===== src/rtl/fetch_unit.sv =====
// Instruction fetch stage: issues word-aligned reads to instruction memory and
// holds the returned word in a one-entry buffer, with redirect/flush support.
module fetch_unit #(
    parameter logic [31:0] RESET_PC = 32'h00000000
) (
    input  logic        clk,
    input  logic        rst_n,
    output logic        imem_req,
    output logic [31:0] imem_addr,
    input  logic        imem_ack,
    input  logic [31:0] imem_rdata,
    input  logic        stall,
    input  logic        redirect,
    input  logic [31:0] redirect_pc,
    output logic [31:0] inst,
    output logic [31:0] inst_pc,
    output logic        inst_valid,
    output logic [5:0]  opcode
);

    typedef enum logic [1:0] {IDLE, FETCH, WAIT, SQUASH} state_t;

    state_t      state;
    logic [31:0] pc;
    logic [31:0] addr_q;
    logic        slot_free;
    logic [31:0] target;

    assign slot_free = !inst_valid || !stall;
    assign target    = redirect_pc & ~32'd3;
    assign opcode    = inst[31:26];

    // Outside FETCH the address of the outstanding request comes from addr_q.
    assign imem_addr = (state == FETCH) ? pc : addr_q;

    // NOTE: assign a default before the case so no path leaves imem_req unassigned and infers a latch.
    always_comb begin
        imem_req = 1'b0;
        case (state)
            FETCH:       imem_req = slot_free && !redirect;
            WAIT, SQUASH: imem_req = 1'b1;
            default:     imem_req = 1'b0;
        endcase
    end

    // NOTE: non-blocking assignments; a later assignment in the same cycle overrides the consume default.
    always_ff @(posedge clk or negedge rst_n) begin
        if (!rst_n) begin
            state      <= IDLE;
            pc         <= RESET_PC & ~32'd3;
            addr_q     <= 32'd0;
            inst       <= 32'd0;
            inst_pc    <= 32'd0;
            inst_valid <= 1'b0;
        end else begin
            if (inst_valid && !stall)
                inst_valid <= 1'b0;

            case (state)
                IDLE: state <= FETCH;

                FETCH: begin
                    if (redirect) begin
                        pc         <= target;
                        inst_valid <= 1'b0;
                    end else if (imem_req) begin
                        addr_q <= pc;
                        if (imem_ack) begin
                            inst       <= imem_rdata;
                            inst_pc    <= pc;
                            inst_valid <= 1'b1;
                            pc         <= pc + 32'd4;
                        end else begin
                            state <= WAIT;
                        end
                    end
                end

                WAIT: begin
                    if (redirect) begin
                        pc         <= target;
                        inst_valid <= 1'b0;
                        state      <= imem_ack ? FETCH : SQUASH;
                    end else if (imem_ack) begin
                        inst       <= imem_rdata;
                        inst_pc    <= addr_q;
                        inst_valid <= 1'b1;
                        pc         <= addr_q + 32'd4;
                        state      <= FETCH;
                    end
                end

                SQUASH: begin
                    // The in-flight word belongs to a flushed path and is dropped on ack.
                    inst_valid <= 1'b0;
                    if (redirect)
                        pc <= target;
                    if (imem_ack)
                        state <= FETCH;
                end

                default: state <= IDLE;
            endcase
        end
    end

endmodule


===== config.mk =====
export PLATFORM = sky130hd
export DESIGN_NAME = fetch_unit
export DESIGN_NICKNAME = d
export VERILOG_FILES = /design/src/rtl/fetch_unit.sv
export SDC_FILE = /design/constraint.sdc
export NUM_CORES = 1
export LEC_CHECK = 0
export BUFFER_PORTS_ARGS = -buffer_cell sky130_fd_sc_hd__buf_2
export CAP_MARGIN = 0
export CORE_MARGIN = 2
export CORE_UTILIZATION = 44
export DETAILED_ROUTE_END_ITERATION = 12
export PLACE_DENSITY = 0.7
export SYNTH_ARGS = -nofsm -noshare
export SYNTH_HDL_FRONTEND = slang
export SYNTH_SLANG_ARGS = --single-unit

===== constraint.sdc =====
create_clock -name clk -period 3 [get_ports clk]
set_input_delay 0.3 -clock clk [delete_from_list [all_inputs] [get_ports clk]]
set_output_delay 0.3 -clock clk [all_outputs]
set_load 0.03 [all_outputs]

==> results of run 1 <==
cells in the mapped netlist (all sizes together), types with 11 or more instances:
cell type,number,area (µm²)
clkbuf,44,167.7
o21ai,24,120.1
nand4,25,177.7
xor2,27,236.5
nand2,187,701.9
nor3,11,60.06
mux2,64,720.7
a31oi,36,225.2
buf,37,185.2
a21oi,18,90.09
o22ai,14,87.58
dfrtp,131,3278
and3,14,87.58
nand3,25,125.1
xnor2,16,140.1
nor2,73,274.0
registers in the layout, indices dropped and copies added (netlist names):
register    cells
addr_q         32
state           2
inst_valid      1
inst_pc        32
pc             32
inst           32
metrics by stage:
step | hold slack [ns] | instances | util (%) | setup slack [ns] | cell area, µm²
4_1_cts | 0.08175 | 1208 | 55.04 | 0.6150 | 9128
6_report | 0.09420 | 1209 | 55.06 | 0.5633 | 9130
2_1_floorplan | 0.004409 | 843 | - | 0.9859 | 7457
5_1_grt | 0.09202 | 1209 | 55.06 | 0.4414 | 9130
3_5_place_dp | 0.3662 | 1176 | 51.06 | 0.6222 | 8467
3_3_place_gp | 0.3632 | 1176 | 51.06 | 0.6528 | 8467
kinds of logic after synthesis:
group	count (synthesis)	share of synthesized area [%]
simple gates	372	23.00
compound gates	141	12.63
flops	131	43.96
buf+inv	88	5.084
mux	66	9.933
xor+xnor	43	5.050
fa+ha+maj	2	0.3355
metal layers:
| metal | part of all wire [%] | GRT usage, % |
|---|---|---|
| met1 | 42 | 32.53 |
| met2 | 48 | 39.65 |
| met3 | 6.9 | 5.593 |
| met5 | 0 | 0 |
| met4 | 2.5 | 10.70 |
layout by cell type (no fill, tap or decap), types with 7 or more instances in the layout:
cell type | synthesis | final
a21oi_1 | 18 | 18
a22oi_1 | 7 | 7
nand4_1 | 23 | 23
buf_2 | 19 | 169
clkbuf_16 | 0 | 17
xor2_1 | 27 | 27
nand3_1 | 25 | 25
a221oi_1 | 7 | 7
nor3_1 | 10 | 10
dfrtp_1 | 131 | 131
mux2_1 | 11 | 11
nand2_1 | 187 | 187
and4_1 | 7 | 7
inv_1 | 7 | 7
xnor2_1 | 16 | 16
nor2_1 | 73 | 72
buf_4 | 6 | 21
o21ai_0 | 21 | 21
and3_1 | 14 | 14
a31oi_1 | 36 | 36
mux2_2 | 53 | 53
o22ai_1 | 14 | 14
worst paths after layout:
path	slack, ns	start	endpoint
worst max-delay path	0.56	state[0]$_DFFE_PN0P_	pc[23]$_DFFE_PN0P_
worst min-delay path	0.09	imem_rdata[22]	inst[22]$_DFFE_PN0P_
worst max register to register	0.56	state[0]$_DFFE_PN0P_	pc[23]$_DFFE_PN0P_
worst min register to register	0.48	inst[13]$_DFFE_PN0P_	inst[13]$_DFFE_PN0P_
max in group asynchronous	1.84	rst_n	addr_q[18]$_DFFE_PN0P_
min in group asynchronous	0.43	rst_n	inst_pc[18]$_DFFE_PN0P_
where the power goes:
group	switching [mW]	internal, mW	total [mW]
Combinational	2.23	1.27	3.50
Clock	0.772	1.53	2.31
Sequential	0.840	2.41	3.25
Total	3.85	5.21	9.06
worst max-delay path: cells and delay by family (launching register included):
family	cells	cell delay [ns]
DFF	1	0.68
AOI/OAI and AO/OA	2	0.41
and+or+nand+nor	3	1.22
layout make-up:
class | count | area (µm²)
Inverter | 7 | 26.28
Sequential cell | 131 | 3278
Tap cell | 220 | 275.3
Timing Repair Buffer | 195 | 1085
Clock buffer | 22 | 474.2
Antenna cell | 1 | 2.502
Multi-Input combinational cell | 624 | 3812
Clock inverter | 9 | 176.4
Fill cell | 1555 | 7453
==> flow_summary_export.csv, run 1 <==
group,metric,value,unit
status,status,"finished, final reports clean",
yosys,synth_edf_count,0,
detailed_routing,first_pass_iters,6,
critical_path,reg2reg_depth,5,
die,die_h,134.2,µm
power,power,9.055,mW
yosys,synth_fp_nets,914,
run,max_cap_viol_count,0,
detailed_routing,drt_iter0_markers,593,
die,num_io_pins,173,
clock_network,postCtsSetupBuffers,0,
critical_path,crit_required,3.31,ns
critical_path,critPathKind,"reg -> reg",
worst_hold_path,hold_class,"in -> reg",
finish,drive_gt1_share,29.15,%
placed_design,gp_congestion,0.8846,
power,ir_drop,0.0005450,V
die,die_w,134.2,µm
placed_design,io_buffers,170,
timing,fin_worst_skew,0.006141,ns
clock_network,clk_pin_slew_worst_paths,0.06,ns
timing,fin_crit_sh,81.22,%
clock_network,ctsHoldBuffers,1,
finish,area_growth,22.43,%
timing,finalSetupViolations,0,
detailed_routing,vias_per_cell,5.747,
yosys,yosysWarnings,0,
timing,max_slew_margin,44.87,%
clock_network,clock_sinks,131,
global_routing,grt_pass1_wl,34850,µm
worst_hold_path,min_path_cells,2,
clock_network,clk_latency,0.42,ns
timing,fin_crit,2.437,ns
detailed_routing,routed_wl,22130,µm
global_routing,grt_pass1_vias,6616,
critical_path,crit_chain,"a21oi_1 > or2_1 > or4_1 > a31oi_1 > nor2_1",
critical_path,cp_slowest_cell,"dfrtp_1",
power,p_per_area,991.8,nW/µm²
die,row_count,47,
detailed_routing,ant_nets,0,
yosys,ys_seq_area_share,43.96,%
die,die-area,18010,µm²
detailed_routing,wl_per_cell,18.30,µm
power,leakagePower,4.112,nW
yosys,async_flop_share,100.0,%
timing,tns,0,ns
yosys,synth_cell_types,63,
clock_network,numCtsBuffers,17,
timing,worst_pin_slew,0.8270,ns
placed_design,dpl.hpwl,14960,µm
yosys,netlist_area,7457,µm²
finish,fin_nets,1047,
timing,hold_viol,0,
detailed_routing,vias,6948,
clock_network,root_buffer,"clkbuf_16",
yosys,synth_seq_cells,131,
critical_path,max_stage_delay,0.68,ns
critical_path,cp_data_arrival_time,2.75,ns
yosys,synthCells,843,
clock_network,cts_tree,"done",
critical_path,cp-end-kind,"flip-flop",
global_routing,grtUsageTotal,24.82,%
yosys,avgSynthCellArea,8.846,µm²
global_routing,grt.overflow.total,0,
clock_network,clk_path_buf_depth,2,
timing,fmax,410.4,MHz
global_routing,grt_max_degree,72,
die,design.core.area,16580,µm²
die,start_util,44.97,%
global_routing,antenna_found_initial,1,
timing,rsz0062_at_grt,"false",
clock_network,htreeDepth,4,
timing,slew_viol_final,0,
critical_path,path_max_fanout,19,
critical_path,crit_path_start_kind,"flip-flop",
detailed_routing,drc_errors,0,
yosys,synth_ff_type,"dfrtp_1",
clock_network,cts_resized,0,
(Power assumes the default switching activity.)
==> run 2, diff against run 1 <==
clock period = 2.25 ns   (was 3 ns; I/O delays follow)
==> run 2 against run 1 <==
- wire length rose by 2.0%
- global-route usage rose by 0.54 points
- power rose by 34%
- sequential share of layout area fell by 1.4 points
- utilization rose by 2.3 points
- register-to-register slack got worse by 0.40 ns
- cell area rose by 4.2%
- critical path type is now reg -> out
- critical endpoint is now imem_addr[23]
==> flow_summary_export.csv, run 2 (synthesis gave the netlist of run 1 again) <==
group,metric,value,unit
global_routing,grt_max_degree,62,
die,num_io_pins,173,
clock_network,clk_path_buf_depth,2,
finish,fillers,1518,
detailed_routing,wl_met1,9740,µm
die,die_h,134.2,µm
detailed_routing,drc_errors,0,
clock_network,numCtsBuffers,17,
detailed_routing,first_pass_iters,5,
critical_path,critPathKind,"reg -> out",
die,design.core.area,16580,µm²
power,power,12.17,mW
timing,fin_crit_sh,95.48,%
detailed_routing,routed_wl,22570,µm
finish,fin_nets,1096,
detailed_routing,drt_iter0_markers,619,
power,leakagePower,4.352,nW
placed_design,placed_area,8897,µm²
critical_path,cp_data_arrival_time,1.92,ns
finish,layout_commonest_cell,"nand2_1",
critical_path,path_max_fanout,26,
die,row_count,47,
finish,fin_util,57.36,%
critical_path,cp-end-kind,"output pin",
timing,fmax,465.5,MHz
finish,layout_common_cells,"nand2_1 (187), buf_2 (169), dfrtp_1 (130)",
detailed_routing,vias,7143,
finish,area_growth,27.57,%
global_routing,grtUsageTotal,25.36,%
die,start_util,44.97,%
power,p_per_area,1280,nW/µm²
global_routing,grt_pass1_wl,35650,µm
detailed_routing,highest_layer,"met4",
timing,tns,0,ns
finish,fin_area,9513,µm²
finish,num_antenna_cells,0,
timing,worst_pin_slew,0.4939,ns
timing,rsz0062_at_grt,"false",
die,die_w,134.2,µm
timing,hold_viol,0,
clock_network,clk_pin_slew_worst_paths,0.06,ns
power,ir_drop,0.0006224,V
global_routing,grt_pass1_vias,6691,
finish,drive_gt1_share,32.76,%
clock_network,root_buffer,"clkbuf_16",
global_routing,antenna_found_initial,0,
placed_design,io_buffers,170,
timing,finalWorstSetupSlack,0.1016,ns
status,status,"finished, final reports clean",
timing,fin_worst_skew,0.005146,ns
timing,fin_hold_ws,0.01618,ns
finish,instances_no_fill,1258,
clock_network,clk_latency,0.42,ns
clock_network,htreeDepth,4,
clock_network,clock_sinks,131,
run,max_cap_viol_count,0,
placed_design,dp_slack,0.1333,ns
detailed_routing,vias_per_cell,5.678,
placed_design,dpl.hpwl,15640,µm
die,die-area,18010,µm²
detailed_routing,wl_met2,10800,µm
global_routing,grt.overflow.total,0,
detailed_routing,wl_met3,1393,µm
detailed_routing,ant_nets,0,
detailed_routing,wl_per_cell,17.94,µm
clock_network,postCtsSetupBuffers,0,
worst_hold_path,hold_class,"in -> reg",
placed_design,gp_congestion,0.8848,
placed_design,dp.cells,1225,
timing,max_slew_margin,67.07,%
timing,fin_crit,2.148,ns
critical_path,crit_path_start_kind,"flip-flop",
clock_network,cts_tree,"done",
timing,finalSetupViolations,0,
timing,slew_viol_final,0,
critical_path,crit_required,2.03,ns
run 2: cell count changes in the layout (fill, tap and decap cells not counted), moves of 2 or more:
cell,before,now
buf_4,21,64
clkinvlp_4,1,3
buf_12,3,8
bufinv_16,5,2
clkinv_2,2,4
run 2: cell type report:
type / count / area, µm² / area share [%]
clock buffers: 23 / 488.0 / 5.130
repair buffers: 244 / 1519 / 15.97
flip-flops and latches: 131 / 3279 / 34.47
well taps: 220 / 275.3 / 2.894
multi-input cells: 624 / 3822 / 40.18
clock inverters: 9 / 102.6 / 1.079
inverters: 7 / 26.28 / 0.2762
run 2: repair_timing:
action | in CTS | in global routing
endpoints found under the hold margin | 131 | 0
pin swaps | 0 | 0
endpoints found under the setup margin | 2 | 2
hold buffers | 1 | 0
resized for setup | 3 | 2
run 2: per-layer routing:
metal | track usage [%] | vias up
met5 | 0 | -
met4 | 10.41 | 0
li1 | - | 3318
met2 | 40.76 | 311
met1 | 34.23 | 3456
met3 | 4.195 | 58
run 2: path summary, 6_finish.rpt:
check                                startpoint                    to  slack (ns)  cells after the start
min reg2reg                inst[19]$_DFFE_PN0P_  inst[19]$_DFFE_PN0P_        0.48                      1
min                              imem_rdata[15]  inst[15]$_DFFE_PN0P_        0.02                      2
min in group asynchronous                 rst_n    pc[21]$_DFFE_PN0P_        0.21                      2
max reg2reg                   pc[3]$_DFFE_PN0P_    pc[20]$_DFFE_PN0P_        0.16                      6
max in group asynchronous                 rst_n  state[1]$_DFFE_PN0P_        1.44                      3
max                        state[1]$_DFFE_PN0P_         imem_addr[23]        0.10                      5
run 2: worst max-delay path, cell delays in order, from the launching register on:
cell     delay, ns
dfrtp_2       0.53
nor2b_4       0.21
buf_6         0.27
nand2_1       0.08
o21ai_0       0.15
buf_2         0.27
run 2: report_power, final:
group / switching (mW) / total [mW] / internal, mW
clock network: 1.05 / 2.79 / 1.74
registers: 0.840 / 4.05 / 3.21
logic: 3.35 / 5.33 / 1.98
total: 5.24 / 12.2 / 6.94
==> run 3, diff against run 2 <==
clock period = 2.43 ns   (was 2.25 ns; I/O delays follow)
==> run 3 against run 2 <==
- die area unchanged
- final cell count decreased by 1.7%
- power decreased by 7.6%
- clock-buffer cell count decreased by 2
- worst hold slack improved by 0.011 ns
- register-to-register slack improved by 0.12 ns
- critical path depth decreased by 1
- global-route usage about the same
- non-clock buffer count decreased by 21
- sequential share of layout area increased by 0.61 points
- utilization decreased by 1.0 points
==> flow_summary_export.csv, run 3 (synthesis gave the netlist of run 1 again) <==
group,metric,value,unit
finish,instances_no_fill,1236,
detailed_routing,routed_wl,22410,µm
timing,max_slew_margin,61.51,%
placed_design,gp_congestion,0.9112,
power,pwr-share-clk,24.2,%
finish,fillers,1522,
global_routing,grtUsageTotal,25.32,%
placed_design,dp.cells,1204,
detailed_routing,vias,7001,
finish,num_antenna_cells,0,
detailed_routing,ant_nets,0,
detailed_routing,first_pass_iters,5,
detailed_routing,drt_iter0_markers,686,
timing,fin_worst_skew,0.007499,ns
clock_network,htreeDepth,4,
finish,fin_util,56.35,%
critical_path,path_max_fanout,15,
finish,drive_gt1_share,31.20,%
die,start_util,44.97,%
placed_design,io_buffers,170,
clock_network,cts_tree,"done",
timing,tns,0,ns
finish,layout_commonest_cell,"nand2_1",
critical_path,crit_required,2.19,ns
critical_path,critPathKind,"reg -> out",
die,die_w,134.2,µm
clock_network,clk_pin_slew_worst_paths,0.06,ns
worst_hold_path,min_path_cells,2,
power,leakagePower,4.252,nW
finish,layout_common_cells,"nand2_1 (186), buf_2 (169), dfrtp_1 (131)",
timing,rsz0062_at_grt,"false",
status,status,"finished, final reports clean",
power,ir_drop,0.0006217,V
clock_network,root_buffer,"clkbuf_16",
power,power_frac_comb,41.4,%
power,p_per_area,1204,nW/µm²
die,die_h,134.2,µm
clock_network,clk_path_buf_depth,2,
timing,fin_crit_sh,91.59,%
finish,fin_nets,1075,
die,die-area,18010,µm²
global_routing,grt_pass1_vias,6738,
clock_network,numCtsBuffers,17,
timing,slew_viol_final,0,
critical_path,cp_data_arrival_time,1.98,ns
clock_network,clk_latency,0.43,ns
detailed_routing,drc_errors,0,
detailed_routing,wl_per_cell,18.13,µm
timing,finalSetupViolations,0,
global_routing,grt.overflow.total,0,
timing,worst_pin_slew,0.5721,ns
global_routing,antenna_found_initial,0,
timing,hold_viol,0,
worst_hold_path,hold_class,"in -> reg",
power,switchingPower,4.798,mW
timing,fmax,449.3,MHz
run,max_cap_viol_count,0,
timing,fin_crit,2.226,ns
clock_network,clock_sinks,131,
die,design.core.area,16580,µm²
critical_path,cp-end-kind,"output pin",
global_routing,grt_pass1_wl,35820,µm
critical_path,reg2reg_depth,6,
detailed_routing,vias_per_cell,5.664,
placed_design,dpl.hpwl,15300,µm
die,num_io_pins,173,
finish,area_growth,25.30,%
power,power_frac_seq,34.4,%
global_routing,grt_max_degree,63,
power,switching_share,42.66,%
die,row_count,47,
power,p_int,6.449,mW
critical_path,crit_path_start_kind,"flip-flop",
-- run 3: repair_timing --
item	CTS	global route
endpoints found under the setup margin	0	24
buffers inserted	0	0
hold buffers	1	0
endpoints found under the hold margin	52	0
gates resized for setup	0	1
-- run 3: metrics by stage --
stage          hold WS (ns)  total power [mW]  worst slack (ns)  area (µm²)
2_1_floorplan      -0.05259             7.040            0.4729        7457
3_3_place_gp         0.2385             8.441            0.3587        8715
3_5_place_dp         0.2395             8.520            0.3393        8715
4_1_cts             0.02080             11.28           0.01470        9341
5_1_grt             0.02831             11.88            0.1115        9344
6_report            0.02678             11.25            0.2045        9344
-- run 3: per-layer routing --
metal | share of wire, % | up-vias | GRT usage, %
met5 | 0 | - | 0
met4 | 2.3 | 0 | 9.357
met3 | 6.9 | 43 | 5.064
met2 | 48 | 288 | 41.35
met1 | 42 | 3388 | 33.44
li1 | - | 3282 | -
-- run 3: worst max-delay path, cell delays in order (launching register included) --
cell	delay, ns
dfrtp_1	0.47
buf_12	0.19
nand2_2	0.21
o21ai_0	0.40
buf_2	0.27
-- run 3: final timing paths --
kind                                       from                 endpoint  slack (ns)
max                        state[0]$_DFFE_PN0P_            imem_addr[13]        0.20
min                              imem_rdata[14]     inst[14]$_DFFE_PN0P_        0.03
max reg2reg                   pc[2]$_DFFE_PN0P_       pc[20]$_DFFE_PN0P_        0.28
min reg2reg                inst[13]$_DFFE_PN0P_     inst[13]$_DFFE_PN0P_        0.48
max in group asynchronous                 rst_n  inst_pc[30]$_DFFE_PN0P_        1.32
min in group asynchronous                 rst_n   addr_q[21]$_DFFE_PN0P_        0.34
-- run 3: final cells by class --
| cell class | instances | area, µm² | share of cell area, % |
|---|---|---|---|
| sequential | 131 | 3278 | 35.08 |
| multi-input combinational | 624 | 3815 | 40.83 |
| inverter | 7 | 26.28 | 0.2812 |
| clock inverter | 10 | 156.4 | 1.674 |
| timing repair buffer | 223 | 1333 | 14.26 |
| clock buffer | 21 | 460.4 | 4.928 |
| tap | 220 | 275.3 | 2.946 |
-- run 3: power by group through the flow --
stage | Combinational, mW | Sequential, mW | Clock [mW]
2_1_floorplan | 2.70 | 4.34 | 0
3_3_place_gp | 4.59 | 3.85 | 0
3_5_place_dp | 4.64 | 3.88 | 0
4_1_cts | 4.67 | 3.85 | 2.76
5_1_grt | 5.04 | 4.00 | 2.84
6_report | 4.66 | 3.87 | 2.72
